==> config.mk <==
export PLATFORM = sky130hd
export DESIGN_NAME = mod_down_timer
export DESIGN_NICKNAME = d
export VERILOG_FILES = /design/src/rtl/timer_pkg.sv /design/src/rtl/down_counter_core.sv /design/src/rtl/mod_down_timer.sv
export SDC_FILE = /design/constraint.sdc
export NUM_CORES = 1
export LEC_CHECK = 0
export CORE_AREA = 3 3 40 42
export CTS_CLUSTER_DIAMETER = 30
export DETAILED_ROUTE_END_ITERATION = 16
export DIE_AREA = 0 0 43 45
export DONT_BUFFER_PORTS = 1
export SETUP_SLACK_MARGIN = 0.02
export SYNTH_ARGS = -nofsm -noshare
export SYNTH_HDL_FRONTEND = slang
export SYNTH_SLANG_ARGS = --single-unit
export TNS_END_PERCENT = 10
==> constraint.sdc <==
create_clock -name clock -period 4.5 [get_ports clock]
set_input_delay 0.9 -clock clock [delete_from_list [all_inputs] [get_ports clock]]
set_output_delay 0.9 -clock clock [all_outputs]
set_load 0.01 [all_outputs]
==> src/rtl/timer_pkg.sv <==
`default_nettype none
// ============================================================================
//  Module      : timer_pkg
//  Description : Shared definitions for the down-timer family: the 2-bit
//                controller state encoding and the load saturation helper.
//  Revision    : 1.0 - initial release
// ============================================================================
package timer_pkg;

    // Widest counter any timer stage may be built with.
    localparam int c_max_width = 16;

    // Controller states; the encoding is fixed so it can be observed externally.
    typedef enum logic [1:0] {
        ST_IDLE    = 2'b00,
        ST_RUN     = 2'b01,
        ST_PAUSED  = 2'b10,
        ST_EXPIRED = 2'b11
    } timer_state_e;

    // Clamp a requested load value so the counter never exceeds its reload value.
    function automatic logic [c_max_width-1:0] sat_to_max(
        input logic [c_max_width-1:0] value,
        input logic [c_max_width-1:0] max_value
    );
        return (value > max_value) ? max_value : value;
    endfunction

endpackage : timer_pkg
`default_nettype wire

==> src/rtl/down_counter_core.sv <==
`default_nettype none
// ============================================================================
//  Module      : down_counter_core
//  Description : Counter datapath for one timer stage: saturating load,
//                reload to MAX_VALUE, and a decrement that stops at zero.
//  Revision    : 1.0 - initial release
// ============================================================================
module down_counter_core
    import timer_pkg::*;
#(
    parameter int WIDTH     = 2,
    parameter int MAX_VALUE = 3
) (
    input  logic             clk,
    input  logic             rst,
    input  logic             load_en,
    input  logic [WIDTH-1:0] load_value,
    input  logic             reload_en,
    input  logic             dec_en,
    output logic [WIDTH-1:0] count,
    output logic             is_zero
);

    localparam logic [WIDTH-1:0] c_max_value = WIDTH'(MAX_VALUE);

    logic [WIDTH-1:0] r_count;
    logic [WIDTH-1:0] w_load_sat;

    // Oversized load requests are clamped to the reload value.
    always_comb begin
        w_load_sat = WIDTH'(sat_to_max(c_max_width'(load_value), c_max_width'(MAX_VALUE)));
    end

    // Count register: reset > load > reload > decrement; zero never underflows.
    always_ff @(posedge clk) begin
        if (rst) begin
            r_count <= c_max_value;
        end else if (load_en) begin
            r_count <= w_load_sat;
        end else if (reload_en) begin
            r_count <= c_max_value;
        end else if (dec_en && (r_count != '0)) begin
            r_count <= r_count - WIDTH'(1);
        end
    end

    assign count   = r_count;
    assign is_zero = (r_count == '0);

endmodule : down_counter_core
`default_nettype wire

==> src/rtl/mod_down_timer.sv <==
`default_nettype none
// ============================================================================
//  Module      : mod_down_timer
//  Description : Cascadable down-timer stage. Controller FSM (IDLE, RUN,
//                PAUSED, EXPIRED) driving a down_counter_core datapath, with a
//                combinational borrow_out for chaining stages.
//  Revision    : 1.0 - initial release
// ============================================================================
module mod_down_timer
    import timer_pkg::*;
#(
    parameter int WIDTH       = 2,
    parameter int MAX_VALUE   = 3,
    parameter int AUTO_RELOAD = 1
) (
    input  logic             clock,
    input  logic             reset,
    input  logic             start,
    input  logic             pause,
    input  logic             load,
    input  logic [WIDTH-1:0] load_value,
    input  logic             borrow_in,
    output logic [WIDTH-1:0] q_bus,
    output logic             borrow_out,
    output logic             expired,
    output logic             running
);

    timer_state_e r_state;
    timer_state_e w_next_state;
    logic         w_dec;
    logic         w_reload;
    logic         w_is_zero;
    logic         r_expired;
    logic         r_running;

    // State register plus registered status flags that track the state.
    always_ff @(posedge clock) begin
        if (reset) begin
            r_state   <= ST_IDLE;
            r_expired <= 1'b0;
            r_running <= 1'b0;
        end else begin
            r_state   <= w_next_state;
            r_expired <= (w_next_state == ST_EXPIRED);
            r_running <= (w_next_state == ST_RUN);
        end
    end

    // Next state and datapath controls; load overrides pause, pause overrides start.
    always_comb begin
        w_next_state = r_state;
        w_dec        = 1'b0;
        w_reload     = 1'b0;
        if (load) begin
            // A load clears an expiry but otherwise leaves the state alone.
            if (r_state == ST_EXPIRED) begin
                w_next_state = ST_IDLE;
            end
        end else begin
            case (r_state)
                ST_IDLE: begin
                    if (!pause && start) begin
                        w_next_state = ST_RUN;
                    end
                end
                ST_RUN: begin
                    if (pause) begin
                        w_next_state = ST_PAUSED;
                    end else if (borrow_in) begin
                        if (!w_is_zero) begin
                            w_dec = 1'b1;
                        end else if (AUTO_RELOAD != 0) begin
                            w_reload = 1'b1;
                        end else begin
                            w_next_state = ST_EXPIRED;
                        end
                    end
                end
                ST_PAUSED: begin
                    if (!pause && start) begin
                        w_next_state = ST_RUN;
                    end
                end
                ST_EXPIRED: begin
                    if (!pause && start) begin
                        w_reload     = 1'b1;
                        w_next_state = ST_RUN;
                    end
                end
                default: begin
                    w_next_state = ST_IDLE;
                end
            endcase
        end
    end

    down_counter_core #(
        .WIDTH     (WIDTH),
        .MAX_VALUE (MAX_VALUE)
    ) u_core (
        .clk        (clock),
        .rst        (reset),
        .load_en    (load),
        .load_value (load_value),
        .reload_en  (w_reload),
        .dec_en     (w_dec),
        .count      (q_bus),
        .is_zero    (w_is_zero)
    );

    // Terminal-count tick for the next stage; suppressed by reset and load.
    always_comb begin
        borrow_out = borrow_in && (r_state == ST_RUN) && w_is_zero && !load && !reset;
    end

    assign expired = r_expired;
    assign running = r_running;

endmodule : mod_down_timer
`default_nettype wire

## After elaboration in Yosys (flattened, before gate mapping)

Index checks and enable logic that the tools add are counted.

| word-level totals | value |
|---|---|
| input port bits | 8 |
| register bits after elaboration | 6 |

| cells by class | value |
|---|---|
| equality and inequality tests | 5 |
| add/subtract/negate cells | 1 |
| multiplexer cells | 19 |
| reductions and logical operators | 14 |

Operators by type and width:

| operator | count |
|---|---|
| 2-bit two-way mux | 7 |
| 1-bit two-way mux | 10 |
| 2-bit equality test, second input constant | 3 |
| 1-bit logical AND | 6 |
| 2-bit by 1-bit equality test with 1-bit output, second input constant | 2 |
| 2-bit logical NOT | 2 |
| 2-bit one-hot mux with 2 select lines | 1 |
| 1-bit logical NOT | 3 |
| 3-bit nonzero test | 1 |
| 3-bit OR reduction | 1 |
| 1-bit one-hot mux with 2 select lines | 1 |
| 2-bit nonzero test | 1 |
| 2-bit by 1-bit subtractor with 2-bit output, second input constant | 1 |

## Logic depth before layout (Yosys ltp)

Gate-level depths: netlist (run 1).

| depth | value |
|---|---|
| word-level depth | 10 |
| depth in mapped cells | 6 |

## Cells and area by module

From an unflattened synthesis (run 1), not the netlist that was laid out.

| unflattened totals | value |
|---|---|
| cells, all modules | 40 |
| area, all modules | 365.4 um^2 |

Modules (own cells, without submodules):

| module | cells each | seq. area each (um^2) | area each (um^2) | times used |
|---|---|---|---|---|
| mod_down_timer | 26 | 80.1 | 236.5 | 1 |
| down_counter_core | 14 | 40.0 | 128.9 | 1 |

## Worst setup path after synthesis (run 1)

OpenSTA, ideal clock, no wires.

| timing path | value |
|---|---|
| path type | input to output |
| start point | input borrow_in |
| end point | output borrow_out |
| path buffers | 0 |
| slack | 2.241 ns |
| stages on the path | 2 |
| arrival | 1.359 ns |
| cells stage by stage | nand2_1 nor4_1 |

| between the ends | value |
|---|---|
| word-level cells in the longest chain between the ends | 4 |

Ends and longest elaborated chain:

| item | line | text |
|---|---|---|
| start: declaration | mod_down_timer.sv:22 | `input logic borrow_in,` |
| 1-bit logical AND (4 in a row) | mod_down_timer.sv:114 | `borrow_out = borrow_in && (r_state == ST_RUN) && w_is_zero && !load && !reset;` |
| end: declaration | mod_down_timer.sv:24 | `output logic borrow_out,` |

No other way between the ends.

## Worst setup path after layout (run 1)

| timing path | value |
|---|---|
| start point | register u_core.r_count[0] (netlist: u_core.count[0]) |
| end point | output borrow_out |

| between the ends | value |
|---|---|
| word-level cells in the longest chain between the ends | 4 |

Ends and longest elaborated chain:

| item | line | text |
|---|---|---|
| start: declaration | down_counter_core.sv:26 | `logic [WIDTH-1:0] r_count;` |
| start signal: assignment | down_counter_core.sv:37 | `r_count <= c_max_value;` |
| start signal: assignment | down_counter_core.sv:39 | `r_count <= w_load_sat;` |
| start signal: assignment | down_counter_core.sv:41 | `r_count <= c_max_value;` |
| 2-bit logical NOT | down_counter_core.sv:48 | `assign is_zero = (r_count == '0);` |
| 1-bit logical AND (3 in a row) | mod_down_timer.sv:114 |  |

No other way between the ends.

==> qor.yml, run 1 <==
drt:
  route.vias.total: 271
  drc: 0
  drt_iter0_drc: 2
  vias_per_cell: 5.212
  first_pass_iters: 4
  ant_nets: 0
  routedWlPerCell_um: 12.83
  drt-total-wl_um: 667
status:
  outcome: "finished clean"
clock_network:
  cts_sinks: 6
  postCtsResizedCells: 0
  clkTransAtPathRegs_ns: 0.04
  clock_latency_ns: 0.24
  cts_buffers: 3
  cts_max_level: 1
  clockBufferDepth: 2
  postCtsSetupRepairBufs: 0
  hold_buffers: 0
  clock-root-buffer: "clkbuf_4"
  cts_tree: "yes"
critical_path:
  crit_end: "borrow_out"
  path_class: "flop to output port"
  startpoint: "u_core.count[0]"
  cp-end-kind: "output port"
  required_ns: 3.60
  regToRegSetupSlack_ns: 2.92
  cp_slowest_stage_delay_ns: 0.48
  crit_chain: "inv_1, ha_1, nand2_1, nor4_1"
  reg2reg_to: "u_core.count[1]"
  reg2reg_from: "u_core.count[0]"
  r2r_cells: 5
  crit_arrival_ns: 1.44
  path_max_fanout: 3
  cp_slowest_cell: "nor4_1"
  critPathLaunchType: "flop"
grt:
  grt_overflow: 0
  antenna_found_initial: 0
  grt_max_degree: 9
  grt_pass1_wl_mm: 1.152
  grt_pass1_vias: 263
  track_usage_pct: 8.576
power:
  p_leak_nw: 0.1393
  switchingPower_w: 0.00002684
  seqPwrFrac_pct: 50.6
  comb_power_share_pct: 9.2
  p_clk_share_pct: 40.2
  power.density_mw_per_mm2: 333.5
  intPower_w: 0.00009207
  ir_worst_vdd_uv: 176.4
  power_w: 0.0001189
  switching_share_pct: 22.57
synth:
  yosys.cell_types.count: 17
  synthesis.nets: 43
  yosysSeqAreaShare_pct: 38.10
  synth-seq-cells: 6
  synth_area_sq_um: 315.3
  synth_cells: 34
  syn_avg_cell_area_sq_um: 9.274
  yosys_warnings: 0
die:
  die_y_um: 45
  core_area_sq_mm: 0.001285
  dieArea_sq_mm: 0.001935
  chipWidth_um: 43
  ios: 13
  fp-row-count: 13
  initial_utilization_pct: 24.54
timing:
  fin_setup_tns_ns: 0
  rsz0062_at_grt: "no"
  fmax_ghz: 0.4277
  setup_viol: 0
  drv_slew: 0
  finalCritPeriodShare_pct: 51.96
  finalCriticalPeriod_ns: 2.338
  slew_headroom_pct: 62.84
  finClkSkew_ns: 0.002724
  finalHoldViolCount: 0
  hold_ws_ns: 0.5338
  worst_pin_slew_ns: 0.5524
placement:
  place.gp.congestion: 0.6882
  place_inst: 49
  dp.final_hpwl_um: 525
  port_buffers: 0
finish:
  drive_above_1_share_pct: 13.51
  area_delta_synth_final_pct: 13.10
  instances_no_fill: 52
  nFillCells: 144
  antenna_cells: 0
  fin_nets: 48
min_path:
  worstHoldPathType: "flop to flop"
run:
  maxCapViolCount: 0
sequential cells by signal, summed over array words and instances (netlist names):
| name | cells |
|---|---|
| r_state | 2 |
| u_core.count | 2 |
| expired | 1 |
| running | 1 |
worst min-delay path by stage:
stage	startpoint	endpoint	depth (start not counted)
finish	r_state[1]	expired	2
global route	r_state[1]	expired	2
CTS	r_state[1]	expired	2
detailed placement	r_state[1]	expired	2
global placement	r_state[1]	expired	2
floorplan	r_state[1]	expired	2
synthesized netlist by cell type, drive strengths merged:
library cell | instances | area [sq um]
a2111oi | 2 | 17.52
a21oi | 3 | 15.01
a221oi | 2 | 17.52
a22oi | 1 | 7.510
a311oi | 1 | 8.760
dfxtp | 6 | 120.1
ha | 1 | 12.51
inv | 4 | 15.01
mux2 | 1 | 11.26
nand2 | 4 | 15.01
nand2b | 1 | 13.76
nor2 | 2 | 7.510
nor3 | 1 | 5.000
nor4 | 1 | 6.260
nor4b | 1 | 23.77
o21ai | 2 | 10.01
xnor2 | 1 | 8.760
power groups by stage:
stage	combinational (W)	sequential, W	clock [W]
floorplan	0.00000960	0.0000604	0
global placement	0.0000108	0.0000610	0
detailed placement	0.0000109	0.0000611	0
CTS	0.0000111	0.0000601	0.0000521
global route	0.0000128	0.0000605	0.0000534
finish	0.0000110	0.0000601	0.0000478
area by class of cell:
| type | instances | area, sq um | share of cell area (%) |
|---|---|---|---|
| clock buffers | 3 | 22.52 | 6.316 |
| well taps | 15 | 18.77 | 5.263 |
| inverters | 4 | 15.01 | 4.211 |
| multi-input cells | 24 | 180.2 | 50.53 |
| flip-flops and latches | 6 | 120.1 | 33.68 |
placed cells by master (no fill, tap or decap), drive strengths merged:
master   count
mux2         1
ha           1
nor3         1
o21ai        2
nor2         2
clkbuf       3
dfxtp        6
inv          4
nor4b        1
a21oi        3
a22oi        1
a311oi       1
nand2        4
a221oi       2
xnor2        1
nor4         1
nand2b       1
a2111oi      2
critical path, delay by kind of cell, from the launching register on:
| family | cells | cell delay (ns) |
|---|---|---|
| simple gates | 2 | 0.56 |
| flops | 1 | 0.35 |
| fa+ha+maj | 1 | 0.21 |
| buf+inv | 1 | 0.08 |
logic make-up after synthesis:
logic type      Yosys count  synth area share (%)
xor+xnor                  1                 2.778
compound gates           11                 24.21
mux                       1                 3.571
fa+ha+maj                 1                 3.968
buf+inv                   4                 4.761
flops                     6                 38.10
simple gates             10                 22.62
metrics by stage:
| step | utilization (%) | instance area (sq um) | worst slack [ns] |
|---|---|---|---|
| after global placement | 26.00 | 334.1 | 2.155 |
| final | 27.75 | 356.6 | 2.162 |
| after global routing | 27.75 | 356.6 | 2.062 |
| after detailed placement | 26.00 | 334.1 | 2.136 |
| after floorplan | - | 315.3 | 2.241 |
| after CTS | 27.75 | 356.6 | 2.102 |
per-layer routing:
| metal | routed length (um) | vias up | part of all wire [%] | GRT usage, % |
|---|---|---|---|---|
| li1 | - | 134 | - | - |
| met1 | 254 | 125 | 38 | 8.675 |
| met2 | 319 | 12 | 48 | 12.87 |
| met3 | 93 | 0 | 14 | 8.367 |
| met4 | 0 | 0 | 0 | 1.807 |
| met5 | 0 | - | 0 | 0 |
Note: power is estimated with default switching activity, not from simulation.
==> run 2, diff against run 1 <==
==> constraint.sdc (replaced) <==
create_clock -name clock -period 2.14 [get_ports clock]
set_input_delay 0.428 -clock clock [delete_from_list [all_inputs] [get_ports clock]]
set_output_delay 0.428 -clock clock [all_outputs]
set_load 0.01 [all_outputs]
==> qor.yml, run 2 (synthesis gave the netlist of run 1 again) <==
status:
  outcome: "finished clean"
placement:
  port_buffers: 0
  dp.final_hpwl_um: 516.3
  place.gp.congestion: 0.7271
clock_network:
  postCtsResizedCells: 0
  postCtsSetupRepairBufs: 0
  cts_buffers: 3
  clock-root-buffer: "clkbuf_4"
  clockBufferDepth: 2
  cts_sinks: 6
  cts_max_level: 1
  cts_tree: "yes"
  hold_buffers: 0
  clkTransAtPathRegs_ns: 0.04
  clock_latency_ns: 0.24
drt:
  drc: 0
  first_pass_iters: 4
  route.vias.total: 277
  routedWlPerCell_um: 12.13
  ant_nets: 0
  drt-total-wl_um: 631
  drt_iter0_drc: 2
  vias_per_cell: 5.327
power:
  comb_power_share_pct: 9.1
  switchingPower_w: 0.00005638
  seqPwrFrac_pct: 50.6
  p_leak_nw: 0.1393
  switching_share_pct: 22.56
  power.density_mw_per_mm2: 700.7
  ir_worst_vdd_uv: 245.3
  intPower_w: 0.0001935
  p_clk_share_pct: 40.3
timing:
  fin_setup_tns_ns: 0
  slew_headroom_pct: 63.93
  finalHoldViolCount: 0
  finalCritPeriodShare_pct: 86.73
  fmax_ghz: 0.5388
  worst_pin_slew_ns: 0.5362
  drv_slew: 0
  setup_viol: 0
  finClkSkew_ns: 0.003454
  rsz0062_at_grt: "no"
  finalCriticalPeriod_ns: 1.856
critical_path:
  crit_chain: "inv_1, ha_1, nand2_1, nor4_1"
  cp_slowest_cell: "nor4_1"
  required_ns: 1.71
  crit_arrival_ns: 1.43
  regToRegSetupSlack_ns: 0.56
  cp.buffers_inverters: 1
  crit_family: "simple AND/OR/NAND/NOR gates"
  cp-end-kind: "output port"
  path_class: "flop to output port"
  critPathLaunchType: "flop"
  path_max_fanout: 3
  r2r_cells: 5
  reg2reg_from: "u_core.count[0]"
  cp_slowest_stage_delay_ns: 0.47
  reg2reg_to: "u_core.count[1]"
die:
  core_area_sq_mm: 0.001285
  die_y_um: 45
  dieArea_sq_mm: 0.001935
  initial_utilization_pct: 24.54
  chipWidth_um: 43
  ios: 13
  fp-row-count: 13
finish:
  finalCoreUtilization_pct: 27.75
  nFillCells: 139
  area_delta_synth_final_pct: 13.10
  fin_nets: 48
  final_common_cell: "dfxtp_1"
  layout_common_cells: "dfxtp_1, inv_1, nand2_1"
  antenna_cells: 0
  drive_above_1_share_pct: 13.51
run:
  maxCapViolCount: 0
grt:
  track_usage_pct: 8.097
  grt_overflow: 0
  grt_pass1_vias: 255
  grt_max_degree: 9
  antenna_found_initial: 0
  grt_pass1_wl_mm: 1.062
min_path:
  worstHoldPathType: "primary input to flop"
  hold_start: "reset"
  min_path_cells: 1
  holdPathEnd: "r_state[0]"
-- run 2: area by class of cell --
class                      instances  area [sq um]  area share, %
clock buffer                       3         22.52          6.316
multi-input combinational         24         180.2          50.53
sequential                         6         120.1          33.68
inverter                           4         15.01          4.211
tap                               15         18.77          5.263
-- run 2: metrics by stage --
step | area (sq um) | std cells | total power, W | hold WS, ns | setup WS [ns]
finish | 356.6 | 52 | 0.0002499 | 0.2672 | 0.2840
global placement | 334.1 | 49 | 0.0001509 | 0.5156 | 0.5262
CTS | 356.6 | 52 | 0.0002581 | 0.2545 | 0.2272
detailed placement | 334.1 | 49 | 0.0001514 | 0.5167 | 0.4902
floorplan | 315.3 | 34 | 0.0001473 | 0.4912 | 0.6319
global route | 356.6 | 52 | 0.0002650 | 0.2631 | 0.1744
-- run 2: power by group through the flow --
stage	clock network [W]	logic, W	registers, W
3_3_place_gp	0	0.0000226	0.000128
2_1_floorplan	0	0.0000202	0.000127
4_1_cts	0.000109	0.0000230	0.000126
6_report	0.000101	0.0000228	0.000127
5_1_grt	0.000111	0.0000271	0.000127
3_5_place_dp	0	0.0000229	0.000128
-- run 2: worst max-delay path by stage --
stage / slack [ns] / start / cells past startpoint / endpoint
final: 0.28 / u_core.count[0] / 4 / borrow_out
after global routing: 0.17 / u_core.count[0] / 4 / borrow_out
after global placement: 0.53 / u_core.count[0] / 4 / borrow_out
after CTS: 0.23 / u_core.count[0] / 4 / borrow_out
after floorplan: 0.63 / u_core.count[0] / 4 / borrow_out
after detailed placement: 0.49 / u_core.count[0] / 4 / borrow_out
-- run 2: layer usage --
layer	up-vias	share of wire, %	track usage [%]
li1	136	-	-
met1	124	39	6.796
met2	15	46	12.87
met3	2	14	7.968
met4	0	0.32	3.614
met5	-	0	0
==> run 3, diff against run 2 <==
--- a/config.mk
+++ b/config.mk
@@ -10,6 +10,7 @@
 export DETAILED_ROUTE_END_ITERATION = 16
 export DIE_AREA = 0 0 43 45
 export DONT_BUFFER_PORTS = 1
+export HOLD_SLACK_MARGIN = 0.15
 export SETUP_SLACK_MARGIN = 0.02
 export SYNTH_ARGS = -nofsm -noshare
 export SYNTH_HDL_FRONTEND = slang
==> results of run 3 <==
No change in the layout: final DEF, timing and power equal those of run 2.
